**src/rtl/fifo_token_packer_if.sv**
```systemverilog
// Handshake bundle between fifo_token_packer and its upstream/downstream FIFOs.
// FIFO_TOKEN_PACKER_FLUSH_EN adds the flush request and the out_tokens count.
interface fifo_token_packer_if #(
  parameter int IN_W  = 8,
  parameter int RATIO = 4
);
  localparam int OUT_W = IN_W * RATIO;
  localparam int TOK_W = $clog2(RATIO + 1);

  logic             in_empty_n;
  logic [IN_W-1:0]  in_dout;
  logic             in_read;
  logic             out_full_n;
  logic [OUT_W-1:0] out_din;
  logic             out_write;
`ifdef FIFO_TOKEN_PACKER_FLUSH_EN
  logic             flush;
  logic [TOK_W-1:0] out_tokens;

  modport slave (
    input  in_empty_n, in_dout, out_full_n, flush,
    output in_read, out_din, out_write, out_tokens
  );
  modport master (
    output in_empty_n, in_dout, out_full_n, flush,
    input  in_read, out_din, out_write, out_tokens
  );
`else
  modport slave (
    input  in_empty_n, in_dout, out_full_n,
    output in_read, out_din, out_write
  );
  modport master (
    output in_empty_n, in_dout, out_full_n,
    input  in_read, out_din, out_write
  );
`endif
endinterface

```
**src/rtl/fifo_token_packer.sv**
```systemverilog
// Packs RATIO narrow FIFO tokens (little-endian) into one wide word for a downstream FIFO.
// Optional partial-word flush is enabled by defining FIFO_TOKEN_PACKER_FLUSH_EN.
module fifo_token_packer #(
  parameter int IN_W  = 8,
  parameter int RATIO = 4
) (
  input  logic               clk,
  input  logic               ap_rst_n,
  fifo_token_packer_if.slave bus
);
  localparam int OUT_W = IN_W * RATIO;
  localparam int IDX_W = $clog2(RATIO);
  localparam int TOK_W = $clog2(RATIO + 1);
  localparam int LOW_W = (RATIO - 1) * IN_W;
  localparam logic [IDX_W-1:0] IDX_LAST = IDX_W'(RATIO - 1);
  localparam logic [IDX_W-1:0] IDX_ZERO = {IDX_W{1'b0}};

  typedef enum logic {
    S_EMPTY = 1'b0,
    S_HELD  = 1'b1
  } state_t;

  state_t           r_state;
  state_t           w_state_nxt;
  logic [IDX_W-1:0] r_idx;
  logic [OUT_W-1:0] r_pack;
  logic [OUT_W-1:0] r_hold;
  logic [OUT_W-1:0] w_pack_nxt;
  logic             w_hold_valid;
  logic             w_out_write;
  logic             w_in_read;
  logic             w_complete;
  logic             w_flush_fire;
  logic             w_load;

  // Handshake decode; both strobes are gated by reset so they drop the moment it asserts.
  always_comb begin
    w_hold_valid = (r_state == S_HELD);
    w_out_write  = ap_rst_n & w_hold_valid & bus.out_full_n;
`ifdef FIFO_TOKEN_PACKER_FLUSH_EN
    w_in_read    = ap_rst_n & bus.in_empty_n & ~bus.flush &
                   ((r_idx != IDX_LAST) | ~w_hold_valid | w_out_write);
    w_flush_fire = ap_rst_n & bus.flush & (r_idx != IDX_ZERO) &
                   (~w_hold_valid | w_out_write) & ~w_in_read;
`else
    w_in_read    = ap_rst_n & bus.in_empty_n &
                   ((r_idx != IDX_LAST) | ~w_hold_valid | w_out_write);
    w_flush_fire = 1'b0;
`endif
    w_complete   = w_in_read & (r_idx == IDX_LAST);
    w_load       = w_complete | w_flush_fire;
  end

  // Pack register with the incoming token dropped into the slot selected by r_idx.
  always_comb begin
    w_pack_nxt = r_pack;
    for (int k = 0; k < RATIO; k++) begin
      w_pack_nxt[k*IN_W +: IN_W] = (r_idx == IDX_W'(k)) ? bus.in_dout : r_pack[k*IN_W +: IN_W];
    end
  end

  // Next hold-register state: a new load always wins over a drain in the same cycle.
  always_comb begin
    w_state_nxt = r_state;
    case (r_state)
      S_EMPTY: begin
        if (w_load) begin
          w_state_nxt = S_HELD;
        end else begin
          w_state_nxt = S_EMPTY;
        end
      end
      S_HELD: begin
        if (w_load) begin
          w_state_nxt = S_HELD;
        end else if (w_out_write) begin
          w_state_nxt = S_EMPTY;
        end else begin
          w_state_nxt = S_HELD;
        end
      end
      default: w_state_nxt = S_EMPTY;
    endcase
  end

  // Hold-register occupancy state.
  always_ff @(posedge clk or negedge ap_rst_n) begin
    if (!ap_rst_n) begin
      r_state <= S_EMPTY;
    end else begin
      r_state <= w_state_nxt;
    end
  end

  // Token accumulation and word hand-off into the hold register.
  always_ff @(posedge clk or negedge ap_rst_n) begin
    if (!ap_rst_n) begin
      r_idx  <= IDX_ZERO;
      r_pack <= {OUT_W{1'b0}};
      r_hold <= {OUT_W{1'b0}};
    end else if (w_complete) begin
      r_hold <= {bus.in_dout, r_pack[LOW_W-1:0]};
      r_pack <= {OUT_W{1'b0}};
      r_idx  <= IDX_ZERO;
    end else if (w_in_read) begin
      r_pack <= w_pack_nxt;
      r_idx  <= r_idx + IDX_W'(1);
    end else if (w_flush_fire) begin
      // Unfilled slots of r_pack are already zero, giving the zero padding for free.
      r_hold <= r_pack;
      r_pack <= {OUT_W{1'b0}};
      r_idx  <= IDX_ZERO;
    end else begin
      r_idx  <= r_idx;
      r_pack <= r_pack;
      r_hold <= r_hold;
    end
  end

`ifdef FIFO_TOKEN_PACKER_FLUSH_EN
  logic [TOK_W-1:0] r_tokens;

  // Valid-token count that travels alongside the held word.
  always_ff @(posedge clk or negedge ap_rst_n) begin
    if (!ap_rst_n) begin
      r_tokens <= {TOK_W{1'b0}};
    end else if (w_complete) begin
      r_tokens <= TOK_W'(RATIO);
    end else if (w_flush_fire) begin
      r_tokens <= TOK_W'(r_idx);
    end else begin
      r_tokens <= r_tokens;
    end
  end

  assign bus.out_tokens = r_tokens;
`endif

  assign bus.in_read   = w_in_read;
  assign bus.out_write = w_out_write;
  assign bus.out_din   = r_hold;
endmodule
```
**src/flat_wrapper.sv**
```systemverilog
// flat-port wrapper written by rule: the top's interface ports become plain ports
module fifo_token_packer_flat 
#(
  parameter int IN_W  = 8,
  parameter int RATIO = 4
)
  (clk, ap_rst_n, bus_in_empty_n, bus_in_dout, bus_out_full_n, bus_in_read, bus_out_din, bus_out_write);
  fifo_token_packer_if #(.IN_W(IN_W), .RATIO(RATIO)) bus_i ();
  input  logic clk;
  input  logic ap_rst_n;
  input wire logic [$bits(bus_i.in_empty_n)-1:0] bus_in_empty_n;
  input wire logic [$bits(bus_i.in_dout)-1:0] bus_in_dout;
  input wire logic [$bits(bus_i.out_full_n)-1:0] bus_out_full_n;
  output wire logic [$bits(bus_i.in_read)-1:0] bus_in_read;
  output wire logic [$bits(bus_i.out_din)-1:0] bus_out_din;
  output wire logic [$bits(bus_i.out_write)-1:0] bus_out_write;
  assign bus_i.in_empty_n = bus_in_empty_n;
  assign bus_i.in_dout = bus_in_dout;
  assign bus_i.out_full_n = bus_out_full_n;
  assign bus_in_read = bus_i.in_read;
  assign bus_out_din = bus_i.out_din;
  assign bus_out_write = bus_i.out_write;
  fifo_token_packer #(.IN_W(IN_W), .RATIO(RATIO)) u_core (.clk(clk), .ap_rst_n(ap_rst_n), .bus(bus_i));
endmodule
```
**config.mk**
```make
export PLATFORM = sky130hd
export DESIGN_NAME = fifo_token_packer_flat
export DESIGN_NICKNAME = d
export VERILOG_FILES = /design/src/rtl/fifo_token_packer_if.sv /design/src/rtl/fifo_token_packer.sv /design/src/flat_wrapper.sv
export SDC_FILE = /design/constraint.sdc
export NUM_CORES = 1
export LEC_CHECK = 0
export BUFFER_PORTS_ARGS = -buffer_cell sky130_fd_sc_hd__buf_2
export CAP_MARGIN = 20
export CORE_ASPECT_RATIO = 2
export CORE_MARGIN = 2
export CORE_UTILIZATION = 53
export CTS_BUF_LIST = sky130_fd_sc_hd__clkbuf_16
export DETAILED_ROUTE_END_ITERATION = 6
export PLACE_DENSITY = 0.77
export SLEW_MARGIN = 25
export SYNTH_ARGS = -nofsm -noshare
export SYNTH_HDL_FRONTEND = slang
export SYNTH_SLANG_ARGS = --single-unit
```
**constraint.sdc**
```tcl
create_clock -name clk -period 1.99 [get_ports clk]
set_clock_uncertainty 0.15 [all_clocks]
set_input_delay 0.2985 -clock clk [delete_from_list [all_inputs] [get_ports clk]]
set_output_delay 0.2985 -clock clk [all_outputs]
set_load 0.005 [all_outputs]
```
After elaboration in Yosys (flattened, before gate mapping)

Index checks and enable logic that the tools add are counted.

Bits in registers: 59
Input port bits: 12
Logic and storage cells: 38

Add/subtract/negate cells: 1
Reduce and logical (&&, ||, !) cells: 8
Equality and inequality tests: 4
Multiplexer cells: 11
Bitwise operators: 8

Operators by type and width:

| kind                                           | number |
|---|---|
| two-way mux 24 bit                             | 2 |
| two-way mux 8 bit                              | 3 |
| nonzero test 2 bit                             | 4 |
| AND reduction 2 bit                            | 3 |
| AND 1 bit                                      | 5 |
| == test 2 bit (second input constant)          | 2 |
| two-way mux 2 bit                              | 2 |
| two-way mux 1 bit                              | 3 |
| adder 2 x 1 -> 2 bit (second input constant)   | 1 |
| == test 2 x 1 -> 1 bit (second input constant) | 1 |
| logical NOT 2 bit                              | 1 |
| inequality test 2 bit (second input constant)  | 1 |
| OR 1 bit                                       | 2 |
| one-hot mux 1 bit (2 select lines)             | 1 |
| NOT 1 bit                                      | 1 |

Longest topological paths before layout

Word-level depth: 7
Gate-level depth with buffers: 5
Depth with buffers taken out: 4

Worst setup path after synthesis

No wires, ideal clock.

Kind: register to register
From: register u_core.r_idx[0]
To: register u_core.r_pack[0]
Setup slack: 0.300 ns
Data arrival time: 1.419 ns
Library setup time: 0.121 ns
Buffers on the path: 1
Cell stages (with the launch flop): 6
Period minus slack after synthesis: 1.690 ns
Data required time: 1.719 ns
Path through: dfrtp_1 -> ha_1 -> buf_4 -> nand3b_1 -> o2111ai_1 -> a22o_1

Longest elaborated chain between the ends: 7
Elaborated cells on any way between the ends: 11
Those cells by class: 2 x eq/ne; 1 x mux; 4 x bitwise; 4 x reduce/logical

Ends and longest elaborated chain:

| item                          | line                     | text |
|---|---|---|
| from (decl)                   | fifo_token_packer.sv:25  | `logic [IDX_W-1:0] r_idx;` |
| from (signal assigned)        | fifo_token_packer.sv:107 | `r_idx <= r_idx + IDX_W'(1);` |
| from (signal assigned)        | fifo_token_packer.sv:114 | `r_idx <= r_idx;` |
| inequality test 2 bit         | fifo_token_packer.sv:47  | `((r_idx != IDX_LAST) \| ~w_hold_valid \| w_out_write);` |
| OR 1 bit (2 in a row)         | fifo_token_packer.sv:47  |  |
| AND 1 bit                     | fifo_token_packer.sv:46  | `w_in_read = ap_rst_n & bus.in_empty_n &` |
| AND 1 bit                     | fifo_token_packer.sv:50  | `w_complete = w_in_read & (r_idx == IDX_LAST);` |
| nonzero test 2 bit (no line)  | --                       |  |
| AND reduction 2 bit (no line) | --                       |  |
| to (signal assigned)          | fifo_token_packer.sv:99  | `r_pack <= {OUT_W{1'b0}};` |
| to (signal assigned)          | fifo_token_packer.sv:103 | `r_pack <= {OUT_W{1'b0}};` |
| to (signal assigned)          | fifo_token_packer.sv:106 | `r_pack <= w_pack_nxt;` |
| to (decl)                     | fifo_token_packer.sv:26  | `logic [OUT_W-1:0] r_pack;` |

Parallel ways exist; a longest one is shown, timed or not.
A chain may end at the register's enable or synchronous reset.

Worst setup path in the final report

From: register u_core.r_idx[0]
To: output port bus_in_read

Longest elaborated chain between the ends: 4

Ends and longest elaborated chain:

| item                  | line                    | text |
|---|---|---|
| inequality test 2 bit | fifo_token_packer.sv:47 |  |
| OR 1 bit (2 in a row) | fifo_token_packer.sv:47 |  |
| AND 1 bit             | fifo_token_packer.sv:46 |  |
| to (decl)             | flat_wrapper.sv:14      | `output wire logic [$bits(bus_i.in_read)-1:0] bus_in_read;` |

Every way passes these cells.

==> metrics.txt <==
core footprint=4129 um^2; Leak=1.507 nW; post-synthesis sequential area ratio=0.6469; Worst path max stage delay=430 ps; pwr/cell area=1701 nW/um^2; Final Max Tran Viols=0; Yosys cell types=17; worst vdd ir=1.099 mV; violated checks=negative setup slack; Final setup viols=1; max_cap viols=0; Worst Hold Class=primary input to register; Clock Tree Buf Depth=2; unrepaired setup endpoints after global routing=yes; count of final hold-check violations=0; commonest cells after routing, fill and taps aside=57 x dfrtp_1, 45 x buf_2, 31 x mux2_2, 24 x a22o_1, 9 x clkbuf_16; Congestion Overflow GR=0; Hold WS=106.9 ps; number of synthesized register bits=59; hold path depth=2; HPWL after DPL=3.383 mm; total power=0.005077 W; layout net count=217; clk sink count=59; Slew headroom=0.4967; htree depth=3; Slew @ Worst Pin=754.1 ps; Starting DRT DRC Count=38; fin crit share=1.005; worst-path fanout max=6; ant diodes=0; Via density=5.872; final worst-path setup slack=-8.961 ps; # IOs=46; Critical Path AT=1550 ps; pin count of the biggest net entering global routing=58; critical path data required time=1540 ps; drt drc=0; Syn Nets=157; fmax=500.3 MHz; yosys warns=0; first-pass GRT wire length=8.921 mm; share of cells above drive strength 1=0.5243; R2R depth=4; clk slew on worst S/H paths=50 ps; final wirelength=5.526 mm; Area Growth Syn to Fin=30.81%; synthesized area=2282 um^2; initial core utilization=0.5527; IO buf count=45; commonest non-fill, non-tap cell in the layout=dfrtp_1; Hold Startpoint=bus_in_dout[1]; Vias=1515; die height=96.80 um; vias in the first global route=1695; CTS tree=built; Final ANT Viol Nets=0; R2R Path Start=u_core.r_idx[0]; crit-path cells=ha_4, nand3b_1, and2b_1, buf_2; gpl congestion=0.7485; Worst Hold Endpoint=u_core.r_pack[1]; root buffer cell=clkbuf_16; status=finished, violations left; RR Endpoint=u_core.r_pack[13]; nature of the critical path startpoint=register; length of the first detailed-routing pass in iterations=4; Synth Instances=141; crit path time final=1999 ps; # fillers=268; Syn Area/Cell=16.19 um^2; class of the most critical setup path=register to output port; number of CTS-inserted buffers=9; Crit. End Element=output port; Skew-Pair Late Insertion Delay=320 ps; gr usage total=0.2522; Die Wd=50.40 um; routed len/inst=21.42 um; initial antenna violation count=0; Core Rows=33; Die Area=4879 um^2; slowest stage cell, crit path=dfrtp_2; R2R setup slack=70 ps
layer usage:
layer | vias up | share of wire | GRT usage
li1 | 650 | - | -
met1 | 795 | 0.36 | 0.2747
met2 | 55 | 0.57 | 0.4413
met3 | 15 | 0.042 | 0.05401
met4 | 0 | 0.028 | 0.1310
met5 | - | 0 | 0
cells by family after synthesis:
group                    Yosys count  share of synthesized area
adder cells (fa/ha/maj)            4                    0.02193
AND/OR/NAND/NOR                    8                    0.03016
buffers and inverters              7                    0.01809
flip-flops                        59                     0.6469
multiplexers                      33                     0.1628
AO/OA/AOI/OAI                     30                     0.1201
synthesized netlist by cell type:
cell type | number | area [um^2]
a22o_1 | 24 | 210.2
and2b_1 | 1 | 7.510
and3_1 | 1 | 6.260
buf_4 | 4 | 30.03
dfrtp_1 | 59 | 1476
ha_1 | 4 | 50.05
inv_1 | 3 | 11.26
mux2_1 | 2 | 22.52
mux2_2 | 31 | 349.1
nand2_1 | 1 | 3.750
nand3b_1 | 1 | 7.510
nor3b_2 | 3 | 37.54
o2111ai_1 | 3 | 26.28
o2111ai_4 | 1 | 26.28
o21ai_0 | 1 | 5.000
o22ai_1 | 1 | 6.260
or2_2 | 1 | 6.260
worst max-delay path, delay by kind of cell (launching register included):
family | cells | cell delay [ps]
DFF | 1 | 430
buffers and inverters | 1 | 140
adders and majority gates | 1 | 190
and+or+nand+nor | 2 | 470
layout make-up:
cell class	instances	area (um^2)	area share
multi-input combinational	75	789.5	0.2645
clock buffer	9	225.2	0.07544
sequential	59	1479	0.4954
tap	52	65.06	0.02179
timing repair buffer	53	300.3	0.1006
inverter	3	11.26	0.003772
clock inverter	7	115.1	0.03856
report_power, final:
part,switching [W],total [W],internal [W]
Combinational,0.000532,0.00125,0.000722
Clock,0.000534,0.00175,0.00122
Sequential,0.000346,0.00207,0.00173
stage by stage:
stage	utilization	std cells	setup slack [ps]	cell area (um^2)	setup TNS [ps]
after floorplan	-	141	300.2	2282	0
after global placement	0.6261	238	67.64	2585	0
after detailed placement	0.6261	238	-117.6	2585	-1234
after CTS	0.7155	255	-31.41	2954	-31.41
after global routing	0.7230	258	-37.11	2985	-37.11
final	0.7230	258	-8.961	2985	-8.961
worst max-delay path by stage:
stage                          startpoint           endpoint  slack [ps]
after global placement    u_core.r_idx[0]  u_core.r_pack[18]          70
after CTS                 u_core.r_idx[0]        bus_in_read         -30
final                     u_core.r_idx[0]        bus_in_read          -9
after floorplan           u_core.r_idx[0]   u_core.r_pack[0]         300
after global routing      u_core.r_idx[0]        bus_in_read         -40
after detailed placement  u_core.r_idx[0]  u_core.r_pack[23]        -120
state kept, by name, summed over array words and instances, names as in the netlist:
signal / cells
u_core.bus.out_din: 32
u_core.r_pack: 24
u_core.r_idx: 2
u_core.r_state: 1
repair_timing:
action | in CTS | in global routing
pin swaps | 0 | 1
gates resized for setup | 3 | 3
setup buffers | 0 | 3
gates cloned | 0 | 0
hold buffers | 1 | 0
hold endpoints to repair | 2 | 0
endpoints found under the setup margin | 25 | 10
No activity file was read; power rests on OpenSTA's default activity.
